[src/rtl/dmem_arbiter_pkg.sv]
// dmem_arbiter_pkg
// Shared definitions for the data-memory arbiter: the arbitration FSM state
// type and the default dmem address/data widths.
// Ports: none (package).
// Configuration: DMEM_ARB_STARVE_EN enables the VGA starvation guard in the
// arbiter. The FORCE state is always declared here but is only reachable in
// that build.
package dmem_arbiter_pkg;

  localparam int DEF_ADDR_W = 12;
  localparam int DEF_DATA_W = 32;

  typedef enum logic [1:0] {
    IDLE  = 2'd0,
    PEND  = 2'd1,
    FORCE = 2'd2
  } arb_state_e;

endpackage

[src/rtl/dmem_arb_starve_cnt.sv]
// dmem_arb_starve_cnt
// Saturating count of the cycles a VGA read has been blocked by the processor.
// Ports:
//   clock, reset   : rising-edge clock, asynchronous active-high reset
//   clear          : VGA read granted, so the count returns to zero
//   start          : the first blocked cycle, so the count loads one
//   inc            : a further blocked cycle, so the count advances
//   count [CNT_W]  : current wait count, which sticks at all-ones
// Configuration: instantiated only when DMEM_ARB_STARVE_EN is defined.
module dmem_arb_starve_cnt #(
  parameter int CNT_W = 4
) (
  input  logic             clock,
  input  logic             reset,
  input  logic             clear,
  input  logic             start,
  input  logic             inc,
  output logic [CNT_W-1:0] count
);

  // Clear wins over start, and start wins over increment.
  always_ff @(posedge clock or posedge reset) begin
    if (reset) begin
      count <= '0;
    end else if (clear) begin
      count <= '0;
    end else if (start) begin
      count <= CNT_W'(1);
    end else if (inc && (count != '1)) begin
      count <= count + CNT_W'(1);
    end
  end

endmodule

[src/rtl/dmem_arbiter.sv]
// dmem_arbiter
// Shares one synchronous-read dmem port between the processor M stage and
// VGA read requests. The processor normally owns the port. A VGA read is
// granted in any cycle the processor does not access memory.
// Ports:
//   clock, reset                        : rising-edge clock, async active-high reset
//   proc_access/address/data/wren       : processor M-stage lw/sw
//   proc_q                              : dmem read data to the processor (W stage)
//   proc_stall                          : processor must hold its pipeline this cycle
//   vga_req, vga_address                : level VGA read request, held until granted
//   vga_gnt                             : VGA read issued to dmem this cycle
//   vga_valid, vga_q                    : VGA read data, one cycle after vga_gnt
//   dmem_address/data/wren, dmem_q      : the single dmem port
// Configuration: when DMEM_ARB_STARVE_EN is defined, a VGA read that has been
// blocked STARVE_LIMIT cycles is forced through by stalling the processor for
// one cycle. Without it, the processor has strict priority.
module dmem_arbiter
  import dmem_arbiter_pkg::*;
#(
  parameter int ADDR_W       = DEF_ADDR_W,
  parameter int DATA_W       = DEF_DATA_W,
  parameter int STARVE_LIMIT = 8
) (
  input  logic              clock,
  input  logic              reset,
  input  logic              proc_access,
  input  logic [ADDR_W-1:0] proc_address,
  input  logic [DATA_W-1:0] proc_data,
  input  logic              proc_wren,
  output logic [DATA_W-1:0] proc_q,
  output logic              proc_stall,
  input  logic              vga_req,
  input  logic [ADDR_W-1:0] vga_address,
  output logic              vga_gnt,
  output logic              vga_valid,
  output logic [DATA_W-1:0] vga_q,
  output logic [ADDR_W-1:0] dmem_address,
  output logic [DATA_W-1:0] dmem_data,
  output logic              dmem_wren,
  input  logic [DATA_W-1:0] dmem_q
);

  arb_state_e state, next_state;
  logic       gnt;
  logic       starved;
  logic       proc_owns;

`ifdef DMEM_ARB_STARVE_EN
  localparam bit STARVE_ON = 1'b1;
  localparam int CNT_W = $clog2(STARVE_LIMIT + 1);
  localparam logic [CNT_W-1:0] LIMIT_M1 = CNT_W'(STARVE_LIMIT - 1);

  logic [CNT_W-1:0] wait_cnt;

  dmem_arb_starve_cnt #(
    .CNT_W(CNT_W)
  ) u_starve_cnt (
    .clock (clock),
    .reset (reset),
    .clear (vga_gnt),
    .start ((state == IDLE) && vga_req && proc_access),
    .inc   ((state == PEND) && vga_req && proc_access),
    .count (wait_cnt)
  );

  // The count is updated at the end of this cycle, so the read is forced
  // when this blocked cycle brings it up to STARVE_LIMIT.
  assign starved    = (wait_cnt >= LIMIT_M1);
  assign proc_stall = (state == FORCE);
`else
  localparam bit STARVE_ON = 1'b0;

  assign starved    = 1'b0;
  assign proc_stall = 1'b0;
`endif

  // State register
  always_ff @(posedge clock or posedge reset) begin
    if (reset) begin
      state <= IDLE;
    end else begin
      state <= next_state;
    end
  end

  // Next-state logic and the raw grant. A VGA read is granted whenever the
  // processor leaves the port free, or unconditionally in FORCE.
  always_comb begin
    next_state = state;
    gnt        = 1'b0;
    unique case (state)
      IDLE: begin
        if (vga_req) begin
          if (!proc_access) begin
            gnt = 1'b1;
          end else if (STARVE_ON && (STARVE_LIMIT <= 1)) begin
            next_state = FORCE;
          end else begin
            next_state = PEND;
          end
        end
      end
      PEND: begin
        if (!vga_req) begin
          next_state = IDLE;
        end else if (!proc_access) begin
          gnt        = 1'b1;
          next_state = IDLE;
        end else if (starved) begin
          next_state = FORCE;
        end
      end
      FORCE: begin
        gnt        = 1'b1;
        next_state = IDLE;
      end
      default: begin
        next_state = IDLE;
      end
    endcase
  end

  // While reset is held, no read may be issued and no write may land.
  assign vga_gnt   = gnt & ~reset;
  assign proc_owns = proc_access & (state != FORCE);

  assign dmem_address = proc_owns ? proc_address : vga_address;
  assign dmem_data    = proc_data;
  assign dmem_wren    = proc_access & proc_wren & ~proc_stall & ~reset;

  // Read data returns one cycle after the grant, so valid trails the grant.
  always_ff @(posedge clock or posedge reset) begin
    if (reset) begin
      vga_valid <= 1'b0;
    end else begin
      vga_valid <= vga_gnt;
    end
  end

  assign vga_q  = dmem_q;
  assign proc_q = dmem_q;

endmodule

[config.mk]
export PLATFORM = sky130hd
export DESIGN_NAME = dmem_arbiter
export DESIGN_NICKNAME = d
export VERILOG_FILES = /design/src/rtl/dmem_arbiter_pkg.sv /design/src/rtl/dmem_arb_starve_cnt.sv /design/src/rtl/dmem_arbiter.sv
export SDC_FILE = /design/constraint.sdc
export NUM_CORES = 1
export LEC_CHECK = 0
export ABC_AREA = 1
export BUFFER_PORTS_ARGS = -buffer_cell sky130_fd_sc_hd__buf_2
export CORE_AREA = 3 3 79 81
export DETAILED_ROUTE_END_ITERATION = 10
export DIE_AREA = 0 0 82 84
export GPL_TIMING_DRIVEN = 1
export HOLD_SLACK_MARGIN = 0.12
export PLACE_DENSITY = 0.6
export SLEW_MARGIN = 0
export SYNTH_ARGS = -nofsm -noshare
export SYNTH_HDL_FRONTEND = slang
export SYNTH_SLANG_ARGS = --single-unit
[constraint.sdc]
create_clock -name clock -period 0.8 [get_ports clock]
set_input_delay 0.16 -clock clock [delete_from_list [all_inputs] [get_ports clock]]
set_output_delay 0.16 -clock clock [all_outputs]
set_load 0.05 [all_outputs]
[After elaboration in Yosys (flattened, before gate mapping)]
Cells that the tools add are included.
Widths: inputs -> output; s select.
Cells by class
  equal/unequal tests: 6
  reductions and logical operators: 3
  muxes and demuxes: 9
  bitwise logic cells: 5
Operators by type and width (number)
  $mux 12: 1
  $mux 2: 4
  $ne 2x2->1 const B: 3
  $and 1x1->1: 4
  $pmux 2 s2: 1
  $ne 3x3->1 const B: 1
  $reduce_and 3->1: 1
  $eq 2x1->1 const B: 1
  $eq 2x2->1 const B: 1
  $logic_not 2->1: 1
  $mux 1: 2
  $pmux 1 s2: 1
  $reduce_or 2->1: 1
  $not 1->1: 1
Word-level totals
  bits in registers: 3
  output and inout port bits: 112
  input port bits: 93
  word-level logic and storage cells: 25

[Longest topological paths before layout]
Gate-level depths: netlist of run 1.
  depth after elaboration: 4
  gate-level depth with buffers: 4
  mapped depth without buffers: 3

[Worst setup path before layout of run 1]
No wires, ideal clock.
  path kind: input to register
  start point: in proc_access
  end point: reg vga_valid
  setup time: 203 ps
  slack: -397 ps
  data required time: 597 ps
  arrival: 994 ps
  path buffers: 1
  cell stages on the path: 2
  cell sequence: buf_4 -> nor2_1
Between the ends
  word-level cells in the longest chain between the ends: 4
Ends and longest elaborated chain
  start: declaration: line dmem_arbiter.sv:26  | input logic proc_access,
  $mux 1: line dmem_arbiter.sv:94, dmem_arbiter.sv:106
  $mux 1: line dmem_arbiter.sv:93  | if (vga_req) begin
  $pmux 1 s2: line dmem_arbiter.sv:91  | unique case (state)
  $and 1x1->1: line dmem_arbiter.sv:124  | assign vga_gnt = gnt & ~reset;
  named net vga_gnt: line dmem_arbiter.sv:34  | output logic vga_gnt,
  end signal: assignment: line dmem_arbiter.sv:136  | vga_valid <= vga_gnt;
  end: declaration: line dmem_arbiter.sv:35  | output logic vga_valid,
The timed path passes the listed nets, and every way through them passes these cells.
A chain may end at the register's enable or synchronous reset.

[Worst setup path in the final report of run 1]
  start point: in proc_access
  end point: out vga_gnt
Between the ends
  word-level cells in the longest chain between the ends: 4
Ends and longest elaborated chain (line)
  $mux 1: dmem_arbiter.sv:94, dmem_arbiter.sv:106
  $mux 1: dmem_arbiter.sv:93
  $pmux 1 s2: dmem_arbiter.sv:91
  $and 1x1->1: dmem_arbiter.sv:124
  end: declaration: dmem_arbiter.sv:34
Every way passes these cells.

==> reports/results.ini, run 1 <==
[global_route]
grtUsageTotal_pct=4.75
grt_pass1_vias=531
grt_pass1_wl_um=2500
grt_max_degree=13
overflow=0
antenna_found_initial=0

[final_layout]
syn_to_final_growth_pct=-9.79
drive_gt1_share_pct=83.9
fin_nets=188
final_cell_area_um2=842
largest_reg_flops=1
largest_registers=vga_valid (1)
antenna_cells=0
largest_register=vga_valid
postLayoutCoreUtil_pct=15.2

[run_status]
violations=setup timing
outcome=finished, violations left

[route]
drc=0
via_count=550
viasPerCell=3.33
wirelength_um=2060
initialDrtViolationCount=7
ant_nets=0
first_pass_iters=4
routedWlPerCell_um=12.5

[synth]
yosysSeqAreaShare_pct=2.68
ys_ff_latch=1
syn-num-nets=236
async_reset_ff_share_pct=100
netlist_area_um2=933
syn-mean-instance-area_um2=6.53
yosys_most_used_dff=dfrtp_1
yosysMostFrequentCell=buf_4
synth.top_cells.by_count=buf_4 (98), nand2_1 (38), nor2_1 (2)
synth_top_area_share_pct=78.8
synth_edf_count=0
yosys.area.top_type=buf_4
ys.warnings.count=0
synth_cell_types=8
synth_area_leaders=buf_4 (79%), nand2_1 (15%), dfrtp_1 (2.7%)
synth_cells=143

[place]
gp_congestion=0.689
detailedPlacementHpwl_um=1480
postPlaceCellArea_um2=562
numPortBuffers=43

[critical_path]
cp-start-kind=primary input
cp_max_fo=5
cp_data_arrival_time_ps=680
crit_path_end_kind=output port
cp.required_ps=640
crit_type=in -> out

[timing]
rsz0062_at_grt=true
max_freq_mhz=1180
min_period_over_period_pct=106
drv_slew=0
fin_crit_ps=845
fin_ws_ps=-44.8
setup_violations=13
report.final.hold_viol_count=0

[pwr]
ir_worst_vdd_mv=0.253
p_per_area_mw_per_mm2=829
leakagePower_nw=0.445

[clock_tree]
hold_buffers=0
clkSlewWorstSetupHoldPaths_ps=0

[floorplan]
io_pins=205
fp.dieH_um=84
start_util_pct=16.8
die_area_mm2=0.00689
rows=27
fp.dieW_um=82
core_mm2=0.00554

[job]
drv_cap=0

[min_path]
hold_class=in -> async

## cell type report
cell class                 count  area [µm²]
multi-input combinational     41         272
timing repair buffer          49         440
inverter                       2        15.0
tap                           72        90.1
fill                         617        4700
sequential                     1        25.0
## power by group
part	switching (mW)	internal (mW)	total, mW
Combinational	0.367	0.277	0.644
Sequential	0.000359	0.0534	0.0538
Clock	0	0	0
Total	0.368	0.330	0.698
## worst paths after layout
path                          startpoint             to  slack (ps)  depth (start not counted)
worst max-delay path         proc_access        vga_gnt         -40                          4
worst min-delay path               reset      vga_valid         220                          4
max in group asynchronous          reset      vga_valid         500                          4
min in group clock         proc_data[16]  dmem_data[16]         320                          0
## layer usage
metal	routed length (µm)	part of all wire [%]	vias up	GRT usage (%)
li1	-	-	230	-
met1	453	22	227	2.37
met2	1030	50	60	9.55
met3	339	16	33	1.51
met4	228	11	0	5.89
met5	0	0	-	0
## critical path, stage by stage
cell and delay, ps:
buf_12 120, buf_12 140, nor2_4 100, buf_8 150
## cell families (layout without fill, tap and decap cells)
kind of cell  Yosys count  after routing  synth area share (%)
flops                   1              1                  2.68
buf+inv               101             51                  80.8
simple gates           40             40                  16.1
other cells             1              1                 0.402
## layout by cell type, fill, tap and decap left out
master	count
nand2_2	16
inv_8	1
buf_12	2
buf_8	12
nand2_1	13
buf_4	4
dfrtp_1	1
buf_16	1
buf_6	2
nor2_2	1
nor2_4	1
inv_2	1
buf_2	28
nand2_4	9
conb_1	1
## through the flow
stage / hold slack, ps / setup TNS (ps) / power, mW / cells / worst slack [ps]
after floorplan: -103 / 0 / 1.65 / 143 / 19.5
after global placement: 139 / -3130 / 0.488 / 162 / -250
after detailed placement: 147 / -3270 / 0.490 / 162 / -264
after CTS: 138 / -479 / 0.670 / 164 / -41.3
final: 216 / -448 / 0.698 / 165 / -44.8
after global routing: 228 / -730 / 0.731 / 165 / -69.9
## repair_timing
item | 4_1_cts | 5_1_grt
gates cloned | 1 | 0
resized for setup | 62 | 11
hold endpoints to repair | 0 | 0
setup endpoints to repair | 14 | 13
pin swaps | 5 | 4
setup buffers | 1 | 1
Power figures use the tool's default switching activity.
==> run 2, diff against run 1 <==
--- a/config.mk
+++ b/config.mk
@@ -5,14 +5,14 @@
 export SDC_FILE = /design/constraint.sdc
 export NUM_CORES = 1
 export LEC_CHECK = 0
-export ABC_AREA = 1
+export ABC_AREA = 0
 export BUFFER_PORTS_ARGS = -buffer_cell sky130_fd_sc_hd__buf_2
-export CORE_AREA = 3 3 79 81
+export CORE_AREA = 3 3 78 80
 export DETAILED_ROUTE_END_ITERATION = 10
-export DIE_AREA = 0 0 82 84
+export DIE_AREA = 0 0 81 83
 export GPL_TIMING_DRIVEN = 1
 export HOLD_SLACK_MARGIN = 0.12
-export PLACE_DENSITY = 0.6
+export PLACE_DENSITY = 0.62
 export SLEW_MARGIN = 0
 export SYNTH_ARGS = -nofsm -noshare
 export SYNTH_HDL_FRONTEND = slang
==> run 2 against run 1 <==
  * The flow still finishes with violations (setup timing)
  * Cell count decreased by 17%
  * Critical path depth unchanged
  * Utilization decreased by 1.6 points
  * Via count decreased by 17%
  * Sequential share of layout area increased by 0.40 points
  * Final area decreased by 12%
  * Synthesized cell count decreased by 20%
  * Sequential power about the same
  * Global-route usage increased by 0.13 points
  * Worst hold slack improved by 22 ps
  * Die area decreased by 2.4%
  * Critical path type unchanged
  * Critical endpoint unchanged
==> reports/results.ini, run 2 <==
[timing]
report.final.hold_viol_count=0
max_freq_mhz=1070
drv_slew=0
fin_crit_ps=937
whs_ps=238
rsz0062_at_grt=true
fin_ws_ps=-137
min_period_over_period_pct=117
setup_violations=14

[pwr]
internal_power_mw=0.333
total_power_mw=0.633
seqPwrFrac_pct=8.5
switching_share_pct=47.3
leakagePower_nw=0.384
comb_power_share_pct=91.5
p_sw_mw=0.300
pwr-share-clk_pct=0
ir_worst_vdd_mv=0.220
p_per_area_mw_per_mm2=852

[final_layout]
final_common_cell=buf_2
final_cell_area_um2=743
postLayoutCoreUtil_pct=13.6
largest_reg_flops=1
fill_cells=608
fin_nets=160
syn_to_final_growth_pct=-22.1
largest_registers=vga_valid (1)
drive_gt1_share_pct=95.4
layout_common_cells=buf_2 (27), mux2_4 (12), buf_6 (9), buf_8 (7), buf_4 (3)
antenna_cells=0
largest_register=vga_valid

[global_route]
grt_max_degree=8
met3_usage_pct=4.77
met2_usage_pct=9.34
grtUsageTotal_pct=4.88
grt_use_met1_pct=1.56
antenna_found_initial=0
grt-busiest-layer=met2
overflow=0
grt_pass1_wl_um=2570
grt_pass1_vias=515

[route]
via_count=456
ant_nets=0
drc=0
initialDrtViolationCount=2
wirelength_um=2000
first_pass_iters=2
viasPerCell=3.33
routedWlPerCell_um=14.6

[critical_path]
cp_max_fo=7
critical_path.startpoint=proc_access
cp-start-kind=primary input
crit_top_cell=buf_6
cp_cell_sequence=buf_12 -> buf_6 -> nor3b_4 -> buf_6
crit_path_end_kind=output port
slowest_delay_ps=190
cp.required_ps=640
crit_path_top_delay_cell=nor3b_4
cp_data_arrival_time_ps=780
crit_type=in -> out

[floorplan]
die_area_mm2=0.00672
io_pins=205
fp.dieW_um=81
fp.dieH_um=83
core_mm2=0.00547
start_util_pct=17.4
rows=27

[synth]
synth_cells=115
netlist_area_um2=955
ys_ff_latch=1
yosys_most_used_dff=dfrtp_1
yosysSeqAreaShare_pct=2.62
async_reset_ff_share_pct=100
yosys.area.top_type=buf_4
syn-num-nets=208
yosysMostFrequentCell=buf_4
syn-mean-instance-area_um2=8.30
synth_top_area_share_pct=76.3
synth.top_cells.by_count=buf_4 (97), mux2_4 (8), mux2_2 (4)
synth_cell_types=9
ys.warnings.count=0
synth_edf_count=0
synth_area_leaders=buf_4 (76%), mux2_4 (13%), mux2_2 (4.7%)

[place]
gp_congestion=0.444
postPlaceCellArea_um2=554
numPortBuffers=43
place_ws_ps=-427

[min_path]
hold_class=in -> async

[run_status]
violations=setup timing
outcome=finished, violations left

[clock_tree]
clkSlewWorstSetupHoldPaths_ps=0

[job]
drv_cap=0

[run 2: metrics by stage]
stage	TNS [ps]	instances
after floorplan	-494	115
after global placement	-5410	135
after detailed placement	-5690	135
after CTS	-1300	137
after global routing	-1400	137
final	-1270	137
[run 2: per-layer routing]
layer  routed length [µm]  share of wire, %
met1                  360                18
met2                  891                45
met3                  580                29
met4                  168               8.4
met5                    0                 0
[run 2: power by group through the flow]
stage / clock, mW / sequential, mW / combinational (mW)
after floorplan: 0 / 0.0610 / 1.60
after global placement: 0 / 0.0537 / 0.433
after CTS: 0 / 0.0540 / 0.579
after detailed placement: 0 / 0.0540 / 0.436
final: 0 / 0.0539 / 0.579
after global routing: 0 / 0.0542 / 0.601
[run 2: worst max-delay path by stage]
| stage | to | slack [ps] | cells past startpoint |
|---|---|---|---|
| 6_report | vga_gnt | -140 | 4 |
| 2_1_floorplan | vga_valid | -160 | 2 |
| 3_5_place_dp | dmem_address[11] | -430 | 3 |
| 5_1_grt | vga_gnt | -160 | 4 |
| 4_1_cts | vga_gnt | -150 | 4 |
| 3_3_place_gp | dmem_address[0] | -410 | 3 |
[run 2: worst max-delay path: cells and delay by family]
| kind | cells | cell delay, ps |
|---|---|---|
| buffers and inverters | 3 | 420 |
| AND/OR/NAND/NOR | 1 | 190 |
[run 2: logic make-up (layout without fill, tap and decap cells)]
group	count (synthesis)	count (layout)	share of synthesized area, %
buffers and inverters	99	49	77.9
muxes	12	12	17.3
and+or+nand+nor	2	2	1.84
other	1	1	0.393
DFF	1	1	2.62
[run 2: layout make-up]
class                      instances  area (µm²)  share of cell area [%]
sequential                         1        25.0                    3.37
timing repair buffer              48         412                    55.4
multi-input combinational         15         213                    28.6
inverter                           1        3.75                   0.505
tap                               72        90.1                    12.1
[run 2: repair_timing]
action	4_1_cts	5_1_grt
setup endpoints to repair	15	15
hold buffers	0	0
pin swaps	2	1
gates cloned	1	0
buffers inserted	2	0
resized for setup	47	0
